`src/rtl/tour_seq.sv`:
```
// Knight's-tour move sequencer: turns each one-hot move into a vertical then a horizontal
// drive command and muxes the command path with the BLE UART. Optional macro: TOUR_SEQ_ABORT_EN.
module tour_seq #(
    parameter int         BOARD_DIM = 5,
    parameter int         MV_W      = 5,
    parameter logic [7:0] RESP_DONE = 8'hA5,
    parameter logic [7:0] RESP_PROG = 8'h5A
) (
    input  logic            clk,
    input  logic            rst,
    input  logic            start_tour,
    input  logic [7:0]      move,
    output logic [MV_W-1:0] mv_indx,
    input  logic [15:0]     cmd_UART,
    input  logic            cmd_rdy_UART,
    output logic [15:0]     cmd,
    output logic            cmd_rdy,
    input  logic            clr_cmd_rdy,
    input  logic            send_resp,
    output logic [7:0]      resp,
    output logic            tour_active,
    output logic            err
);

    localparam logic [2:0] IDLE   = 3'd0;
    localparam logic [2:0] VERT   = 3'd1;
    localparam logic [2:0] WAIT_V = 3'd2;
    localparam logic [2:0] HORZ   = 3'd3;
    localparam logic [2:0] WAIT_H = 3'd4;

    localparam logic [MV_W-1:0] LAST_IDX = MV_W'(BOARD_DIM * BOARD_DIM - 2);

    logic [2:0]        state;
    logic              cmd_rdy_r;
    logic              move_ok;
    logic              last_move;
    logic signed [2:0] dx;
    logic signed [2:0] dy;
    logic [15:0]       vert_cmd;
    logic [15:0]       horz_cmd;

    // Returns {dx, dy}; anything that is not one-hot decodes to zero displacement.
    function automatic logic [5:0] decode_move(input logic [7:0] m);
        case (m)
            8'h01:   return {3'sd1,  3'sd2};
            8'h02:   return {-3'sd1, 3'sd2};
            8'h04:   return {-3'sd2, 3'sd1};
            8'h08:   return {-3'sd2, -3'sd1};
            8'h10:   return {-3'sd1, -3'sd2};
            8'h20:   return {3'sd1,  -3'sd2};
            8'h40:   return {3'sd2,  -3'sd1};
            8'h80:   return {3'sd2,  3'sd1};
            default: return 6'd0;
        endcase
    endfunction

    function automatic logic [15:0] fmt_cmd(input logic [3:0] op, input logic signed [2:0] d,
                                            input logic [7:0] hd_pos, input logic [7:0] hd_neg);
        logic signed [2:0] mag;
        mag = (d < 0) ? -d : d;
        return {op, (d > 0) ? hd_pos : hd_neg, 1'b0, mag};
    endfunction

    assign {dx, dy}    = decode_move(move);
    assign move_ok     = (move != 8'h00) && ((move & (move - 8'h01)) == 8'h00);
    assign last_move   = (mv_indx == LAST_IDX);
    assign vert_cmd    = fmt_cmd(4'h2, dy, 8'h00, 8'hFF);
    assign horz_cmd    = fmt_cmd(4'h3, dx, 8'hBF, 8'h3F);
    assign tour_active = (state != IDLE);

    always_ff @(posedge clk) begin
        if (rst) begin
            state     <= IDLE;
            mv_indx   <= '0;
            cmd_rdy_r <= 1'b0;
            err       <= 1'b0;
        end else begin
            err <= 1'b0;
            case (state)
                IDLE: begin
                    if (start_tour) begin
                        state     <= VERT;
                        mv_indx   <= '0;
                        cmd_rdy_r <= 1'b1;
                    end
                end
                VERT: begin
                    // The move for this index only becomes valid once mv_indx has settled here.
                    if (!move_ok) begin
                        state     <= IDLE;
                        cmd_rdy_r <= 1'b0;
                        err       <= 1'b1;
                    end else if (clr_cmd_rdy) begin
                        state     <= WAIT_V;
                        cmd_rdy_r <= 1'b0;
                    end
                end
                WAIT_V: begin
`ifdef TOUR_SEQ_ABORT_EN
                    if (cmd_rdy_UART) begin
                        state <= IDLE;
                        err   <= 1'b1;
                    end else
`endif
                    if (send_resp) begin
                        state     <= HORZ;
                        cmd_rdy_r <= 1'b1;
                    end
                end
                HORZ: begin
                    if (clr_cmd_rdy) begin
                        state     <= WAIT_H;
                        cmd_rdy_r <= 1'b0;
                    end
                end
                WAIT_H: begin
`ifdef TOUR_SEQ_ABORT_EN
                    if (cmd_rdy_UART) begin
                        state <= IDLE;
                        err   <= 1'b1;
                    end else
`endif
                    if (send_resp) begin
                        if (last_move) begin
                            state <= IDLE;
                        end else begin
                            state     <= VERT;
                            mv_indx   <= mv_indx + MV_W'(1);
                            cmd_rdy_r <= 1'b1;
                        end
                    end
                end
                default: begin
                    state     <= IDLE;
                    cmd_rdy_r <= 1'b0;
                end
            endcase
        end
    end

    always_comb begin
        cmd     = cmd_UART;
        cmd_rdy = cmd_rdy_UART;
        resp    = RESP_DONE;
        case (state)
            VERT: begin
                cmd     = vert_cmd;
                cmd_rdy = cmd_rdy_r & move_ok;
                resp    = RESP_PROG;
            end
            WAIT_V: begin
                cmd     = vert_cmd;
                cmd_rdy = 1'b0;
                resp    = RESP_PROG;
            end
            HORZ: begin
                cmd     = horz_cmd;
                cmd_rdy = cmd_rdy_r;
                resp    = RESP_PROG;
            end
            WAIT_H: begin
                cmd     = horz_cmd;
                cmd_rdy = 1'b0;
                resp    = last_move ? RESP_DONE : RESP_PROG;
            end
            default: ;
        endcase
    end

endmodule

```
`config.mk`:
```
export PLATFORM = sky130hd
export DESIGN_NAME = tour_seq
export DESIGN_NICKNAME = d
export VERILOG_FILES = /design/src/rtl/tour_seq.sv
export SDC_FILE = /design/constraint.sdc
export NUM_CORES = 1
export LEC_CHECK = 0
export ABC_AREA = 1
export BUFFER_PORTS_ARGS = -buffer_cell sky130_fd_sc_hd__buf_4
export CAP_MARGIN = 20
export CORE_MARGIN = 1
export CORE_UTILIZATION = 44
export DETAILED_ROUTE_END_ITERATION = 8
export PLACE_DENSITY = 0.82
export SYNTH_ARGS = -nofsm -noshare
export SYNTH_HDL_FRONTEND = slang
export SYNTH_SLANG_ARGS = --single-unit
```
`constraint.sdc`:
```
create_clock -name clk -period 4 [get_ports clk]
set_input_delay 1.2 -clock clk [delete_from_list [all_inputs] [get_ports clk]]
set_output_delay 1.2 -clock clk [all_outputs]
set_load 0.01 [all_outputs]
```
# Yosys cells after proc, flatten, opt, wreduce, memory -nomap -nowiden
# Cells that the tools add are included.
[classes] addsub=4 magnitude_cmp=4 eq_ne=19 n_mux=29 n_bitwise=3 reduce_logical=14
[op_table] operator="$pmux 6 s8" count=1
[op_table] operator="$pmux 16 s2" count=1
[op_table] operator="$mux 3" count=8
[op_table] operator="$mux 8" count=3
[op_table] operator="$pmux 8 s2" count=1
[op_table] operator="$mux 5" count=3
[op_table] operator="$pmux 3 s5" count=1
[op_table] operator="$ne 2x2->1 const B" count=5
[op_table] operator="$pmux 5 s2" count=1
[op_table] operator="$and 8x8->8" count=1
[op_table] operator="$eq 8x1->1 const B" count=1
[op_table] operator="$eq 8x2->1 const B" count=1
[op_table] operator="$eq 8x3->1 const B" count=1
[op_table] operator="$eq 8x4->1 const B" count=1
[op_table] operator="$eq 8x5->1 const B" count=1
[op_table] operator="$eq 8x6->1 const B" count=1
[op_table] operator="$eq 8x7->1 const B" count=1
[op_table] operator="$eq 8x8->1 const B" count=1
[op_table] operator="$logic_not 8->1" count=1
[op_table] operator="$mux 1" count=8
[op_table] operator="$reduce_and 4->1" count=2
[op_table] operator="$reduce_bool 8->1" count=1
[op_table] operator="$reduce_or 2->1" count=4
[op_table] operator="$sub 8x1->8 const B" count=1
[op_table] operator="other kinds (19)" count=23
[totals] register_bits=10 word_cells=77

# Longest topological paths before layout
# Gate-level depths: netlist of run 1.
[depth] depth_word=6 mapped_depth=12 depth_no_buf=12

# Worst setup path before layout of run 1
# No wires, ideal clock.
[synth_timing] path_type="input -> output" from="in move[6]" to="out cmd[4]" arrival_ps=2599 path_slack_ps=201 cell_stages=10 path_buffers=0 cell_sequence="nor2_1 -> nand2_1 -> nor4_1 -> nor2_2 -> nand2_1 -> inv_1 -> ha_1 -> or2_4 -> a21oi_4 -> nand2_1"
[synth_between] elab_chain_len=5 elab_cells_between_ends=12 cone_classes="order compare (1); eq/ne (8); mux (3)"
[synth_lines] element="start: declaration" line="12" rtl="input logic [7:0] move,"
[synth_lines] element="$eq 8x8->1, or another cell as far along" line="44" rtl="case (m)"
[synth_lines] element="$pmux 6 s8 (*)" line="44"
[synth_lines] element="$gt 3x1->1 (*)" line="61" rtl="return {op, (d > 0) ? hd_pos : hd_neg, 1'b0, mag};"
[synth_lines] element="$mux 8 (*)" line="61"
[synth_lines] element="$pmux 16 s2 (*)" line="145" rtl="case (state)"
[synth_lines] element="end: declaration" line="16" rtl="output logic [15:0] cmd,"
# Mark *: on every way between the ends. The rest lies on a longest branch, timed or not.

# Final worst setup path of run 1
[layout_timing] from="in move[5]" to="out cmd[4]"
# The elaborated chain is that of the path after synthesis.

==> metrics, run 1 <==
RSZ-0062 raised after global routing=true; Hold Crit Class=reg2reg; Max-Cap Viols=0; status=finished with violations; CTS tree=done; RR Endpoint=mv_indx[3]; top-count cell post-synth=nand2_1; failing checks=setup timing; hpwl dp=2520 µm; PwrDens=714 mW/mm²; Post-synth top flop=dfxtp_1; Leak=0.000979 µW; clk root buf=clkbuf_4; Placed Cells=290; share of layout cells above drive strength 1=48.9%; Final Setup Violations=2; total die area=0.00277 mm²; Synth Cell Area=0.00113 mm²; critical path type=in2out; Placer Congestion=0.844; CTS Buf Count=3; Clock Sinks=10; max-slew violations=0; WP data required=2.80 ns; Vias=1439; I/O Buffers=61; Final period util=100%; Yosys top cell by area=dfxtp_1; CP Capture Point=cmd[4]; Post-synth top cells=50 x nand2_1, 29 x inv_1, 22 x nor2_1, 15 x nand3_1; share of the synthesized area in the top cell type=17.8%; reg2reg path depth=9; Fmax=0.249 GHz; final setup TNS=-0.0277 ns; post-route ant nets=0; Final Non-Filler Cells=298; Residual DRC=0; post-synth cell types=30; DR iter-0 viols=30; vias in the first global route=1326; Die W=52.6 µm; FF-to-FF setup slack=2.36 ns; minimum clock period=4.02 ns; post-synthesis sequential area ratio=17.8%; number of flops mapped to enable cells by yosys=0; clk_skew=0.000982 ns; power consumption=1330 µW; IO Pins=62; maximum fanout along the worst path=6; wire length of the first global-routing pass=5290 µm; clock latency on the worst-skew pair=0.28 ns; antenna diode instance count=0; Mapped Cells=194; largest net degree at the start of global routing=15; Worst setup EP type=output pin; wirelength, routed=3280 µm; GR Util All Layers=25.4%; filler instances=166; area grow syn2layout=65.6%; worst-case clock buffer depth=2; area of the core=0.00232 mm²; Worst Min Path Start=mv_indx[2]; Ys Warns=0; drt via density=4.83; antenna violations before repair=0; crit path from=move[5]; Relative slew margins=59.2%; cts hold-fix bufs=0; final hold viol count=0; DR pass1 iterations=4; Post-Syn Nets=227; Post-synth ARST share=0%; Starting Density=48.6%; nets=305; drt wl/cell=11.0 µm; synth top area cells=dfxtp_1 18%, nand2_1 17%, inv_1 9.7%; FP Rows=17; Slew @ Worst Pin=0.605 ns; reg2reg start=mv_indx[0]; WP data arrival=2.82 ns; peak supply drop=0.000592 V; syn avg cell area=5.81 µm²; Worst-path clk slew=0.06 ns; final worst setup slack=-0.0152 ns; grt ovf=0; Synth Register Bits=10; setup slack after placement=-0.157 ns; H-tree depth=1; CP startpoint kind=input pin; chip height=52.6 µm
## power by group
group	internal, µW	switching [µW]
logic	517	590
clock network	35.0	37.9
registers	124	29.2
## flip-flops by register name, summed over array words and instances, names as in the netlist
name	count
state	3
cmd_rdy_r	1
mv_indx	5
err	1
## placed cells by master (no fill, tap or decap), types with 3 or more instances in the layout
| cell type | instances |
|---|---|
| nor2_2 | 9 |
| nor2_4 | 5 |
| inv_2 | 7 |
| dfxtp_1 | 10 |
| nand2_2 | 18 |
| buf_4 | 69 |
| o21ai_1 | 5 |
| clkbuf_4 | 3 |
| buf_6 | 10 |
| nand3_1 | 13 |
| inv_1 | 28 |
| nor2_1 | 17 |
| nand2_1 | 42 |
| a21oi_1 | 5 |
| o211ai_1 | 3 |
## how the worst min path moves through the flow
stage	to	slack, ns	cells past startpoint
2_1_floorplan	cmd_rdy_r	0.45	2
3_3_place_gp	cmd_rdy_r	0.47	2
3_5_place_dp	mv_indx[2]	0.48	2
4_1_cts	mv_indx[2]	0.49	2
5_1_grt	mv_indx[1]	0.53	2
6_report	mv_indx[2]	0.49	2
## per-stage QoR
stage                     cell area (µm²)  hold WS [ns]  utilization [%]
final                                1870         0.493             80.5
after global routing                 1870         0.529             80.5
after floorplan                      1130         0.451                -
after CTS                            1790         0.492             77.3
after global placement               1670         0.475             72.2
after detailed placement             1670         0.483             72.2
## critical path: stages
cell     delay (ns)
buf_6          0.10
nor2_4         0.14
buf_6          0.12
nand3_2        0.08
nor2_2         0.13
inv_1          0.07
nand2_2        0.07
inv_2          0.05
ha_4           0.15
or2_4          0.25
a21oi_4        0.23
nand2_1        0.08
buf_4          0.15
## area by class of cell
type / instances / area, µm² / share of cell area [%]
repair buffers: 80 / 646 / 34.6
flip-flops and latches: 10 / 200 / 10.7
clock buffers: 3 / 22.5 / 1.21
multi-input cells: 141 / 828 / 44.4
inverters: 36 / 135 / 7.24
well taps: 28 / 35.0 / 1.88
## what timing repair did
item	in CTS	in global routing
hold endpoints to repair	0	0
setup buffers	4	1
pin swaps	12	11
gates cloned	0	0
endpoints found under the setup margin	9	9
gates resized for setup	17	20
## cells by family after synthesis
group / share of synthesized area (%)
flip-flops: 17.8
AND/OR/NAND/NOR: 48.8
AO/OA/AOI/OAI: 11.9
XOR/XNOR: 1.55
adder cells (fa/ha/maj): 3.33
buffers and inverters: 16.6
## metal layers
layer / wire length [µm] / GRT usage, % / vias up / share of wire (%)
met5: 0 / 0 / - / 0
met2: 1720 / 48.9 / 46 / 52
li1: - / - / 753 / -
met4: 43 / 5.26 / 0 / 1.3
met3: 147 / 5.80 / 5 / 4.5
met1: 1370 / 27.5 / 635 / 42
Power figures use the tool's default switching activity.
==> run 2, diff against run 1 <==
--- a/config.mk
+++ b/config.mk
@@ -11,7 +11,9 @@
 export CORE_MARGIN = 1
 export CORE_UTILIZATION = 44
 export DETAILED_ROUTE_END_ITERATION = 8
+export GPL_TIMING_DRIVEN = 0
 export PLACE_DENSITY = 0.82
+export SKIP_LAST_GASP = 1
 export SYNTH_ARGS = -nofsm -noshare
 export SYNTH_HDL_FRONTEND = slang
 export SYNTH_SLANG_ARGS = --single-unit
==> metrics, run 2 (synthesized netlist as in run 1, its figures left out) <==
max-slew violations=0; sequential share of power=10.6%; filler instances=186; critical path type=in2out; area of the multi-input gates=806 µm²; maximum fanout along the worst path=6; worst-case clock buffer depth=2; most common cell after layout, fill and taps aside=buf_4; Net Sw Frac=46.2%; antenna diode instance count=0; clk root buf=clkbuf_4; hpwl dp=2300 µm; setup slack after placement=-0.214 ns; M1 wire length=1270 µm; cts hold-fix bufs=0; Hold Crit Class=reg2reg; final worst setup slack=-0.00912 ns; Worst setup EP type=output pin; Vias=1378; final hold viol count=0; Slew @ Worst Pin=0.608 ns; final setup TNS=-0.0158 ns; internal power component=768 µW; met2 wire len=1570 µm; Relative slew margins=59.0%; vias in the first global route=1175; WP buf/inv=4; grt ovf=0; minimum clock period=4.01 ns; wire length of the first global-routing pass=4660 µm; Largest delay share family, worst path=simple AND/OR/NAND/NOR gates; max FFs per register=5; largest net degree at the start of global routing=11; CP startpoint kind=input pin; CTS tree=done; cell chain of the critical path=buf_4, inv_1, nand2_2, nor4_4, nor2_2, nand2_1, inv_1, ha_2, or2_4, a21oi_4, nand2_1, buf_6; Final period util=100%; sequential cell area=200 µm²; clock group share of total power=6.4%; Residual DRC=0; RSZ-0062 raised after global routing=true; WP data arrival=2.81 ns; drt wl/cell=10.4 µm; wirelength, routed=3020 µm; PwrDens=800 mW/mm²; Leak=0.000948 µW; chip height=52.6 µm; post-route ant nets=0; drt via density=4.75; total die area=0.00277 mm²; crit-path max cell delay=0.24 ns; clk_skew=0.00335 ns; peak supply drop=0.000630 V; most frequent cells in the layout=61 x buf_4, 48 x nand2_1, 29 x inv_1; Die W=52.6 µm; Clock Sinks=10; CP max-delay cell=nor4_4; Placer Congestion=0.791; IO Pins=62; Comb pwr share=83.0%; net switching power=661 µW; Biggest register=mv_indx; GR Util All Layers=22.2%; area grow syn2layout=58.5%; failing checks=setup timing; Fmax=0.249 GHz; FP Rows=17; area of the core=0.00232 mm²; antenna violations before repair=0; Max-Cap Viols=0; clock latency on the worst-skew pair=0.27 ns; H-tree depth=1; Worst-path clk slew=0.07 ns; biggest regs=mv_indx x5, state x3; CTS Buf Count=3; share of layout cells above drive strength 1=43.9%; Final Setup Violations=3; status=finished with violations; I/O Buffers=61; WP data required=2.80 ns; DR iter-0 viols=21; DR WL met3=169 µm; Starting Density=48.6%; nets=296; DR pass1 iterations=4; highest metal layer with signal wires=met4
## run 2: metal layers
layer  track usage (%)  vias to the layer above
li1                  -                      735
met1              25.9                      604
met2              41.6                       37
met3              4.06                        2
met4              3.95                        0
met5                 0                        -
## run 2: layout make-up
| cell class | instances | area share (%) |
|---|---|---|
| tap | 28 | 1.96 |
| buffer | 7 | 2.94 |
| timing repair buffer | 64 | 29.2 |
| multi-input combinational | 141 | 45.1 |
| clock buffer | 4 | 2.03 |
| sequential | 10 | 11.2 |
| inverter | 36 | 7.56 |
## run 2: path summary, 6_finish.rpt
check                                 from          to  slack [ns]  cells after the start
worst min register to register   cmd_rdy_r   cmd_rdy_r        0.49                      2
worst min-delay path             cmd_rdy_r   cmd_rdy_r        0.49                      2
worst max-delay path               move[0]      cmd[4]      -0.009                     12
worst max register to register  mv_indx[0]  mv_indx[3]        2.35                      9
## run 2: through the flow
step / utilization, % / total power, µW / cells / hold slack, ns / area (µm²)
2_1_floorplan: - / 825 / 194 / 0.451 / 1130
3_3_place_gp: 69.9 / 1280 / 283 / 0.476 / 1620
3_5_place_dp: 69.9 / 1290 / 283 / 0.472 / 1620
4_1_cts: 75.8 / 1410 / 290 / 0.483 / 1760
5_1_grt: 77.1 / 1550 / 290 / 0.502 / 1790
6_report: 77.1 / 1430 / 290 / 0.488 / 1790
## run 2: what timing repair did
item                                    4_1_cts  5_1_grt
resized for setup                            19        8
cloned                                        0        0
hold endpoints to repair                      0        0
endpoints found under the setup margin        9        9
setup buffers                                 3        0
pin swaps                                    11        4
## run 2: power groups by stage
| stage | clock network, µW | registers (µW) | logic (µW) |
|---|---|---|---|
| 6_report | 91.7 | 152 | 1190 |
| 5_1_grt | 99.8 | 156 | 1290 |
| 4_1_cts | 93.6 | 152 | 1170 |
| 3_5_place_dp | 0 | 154 | 1130 |
| 3_3_place_gp | 0 | 155 | 1120 |
| 2_1_floorplan | 0 | 152 | 673 |
## run 2: worst reg2reg max path, cell delays in order (launching register included)
cell and delay [ns]:
dfxtp_1 0.35, ha_1 0.22, nand2_1 0.06, inv_1 0.05, nand3_1 0.09, nor2_1 0.09
nor3_4 0.32, inv_2 0.08, nor3_1 0.20, nor3b_2 0.07
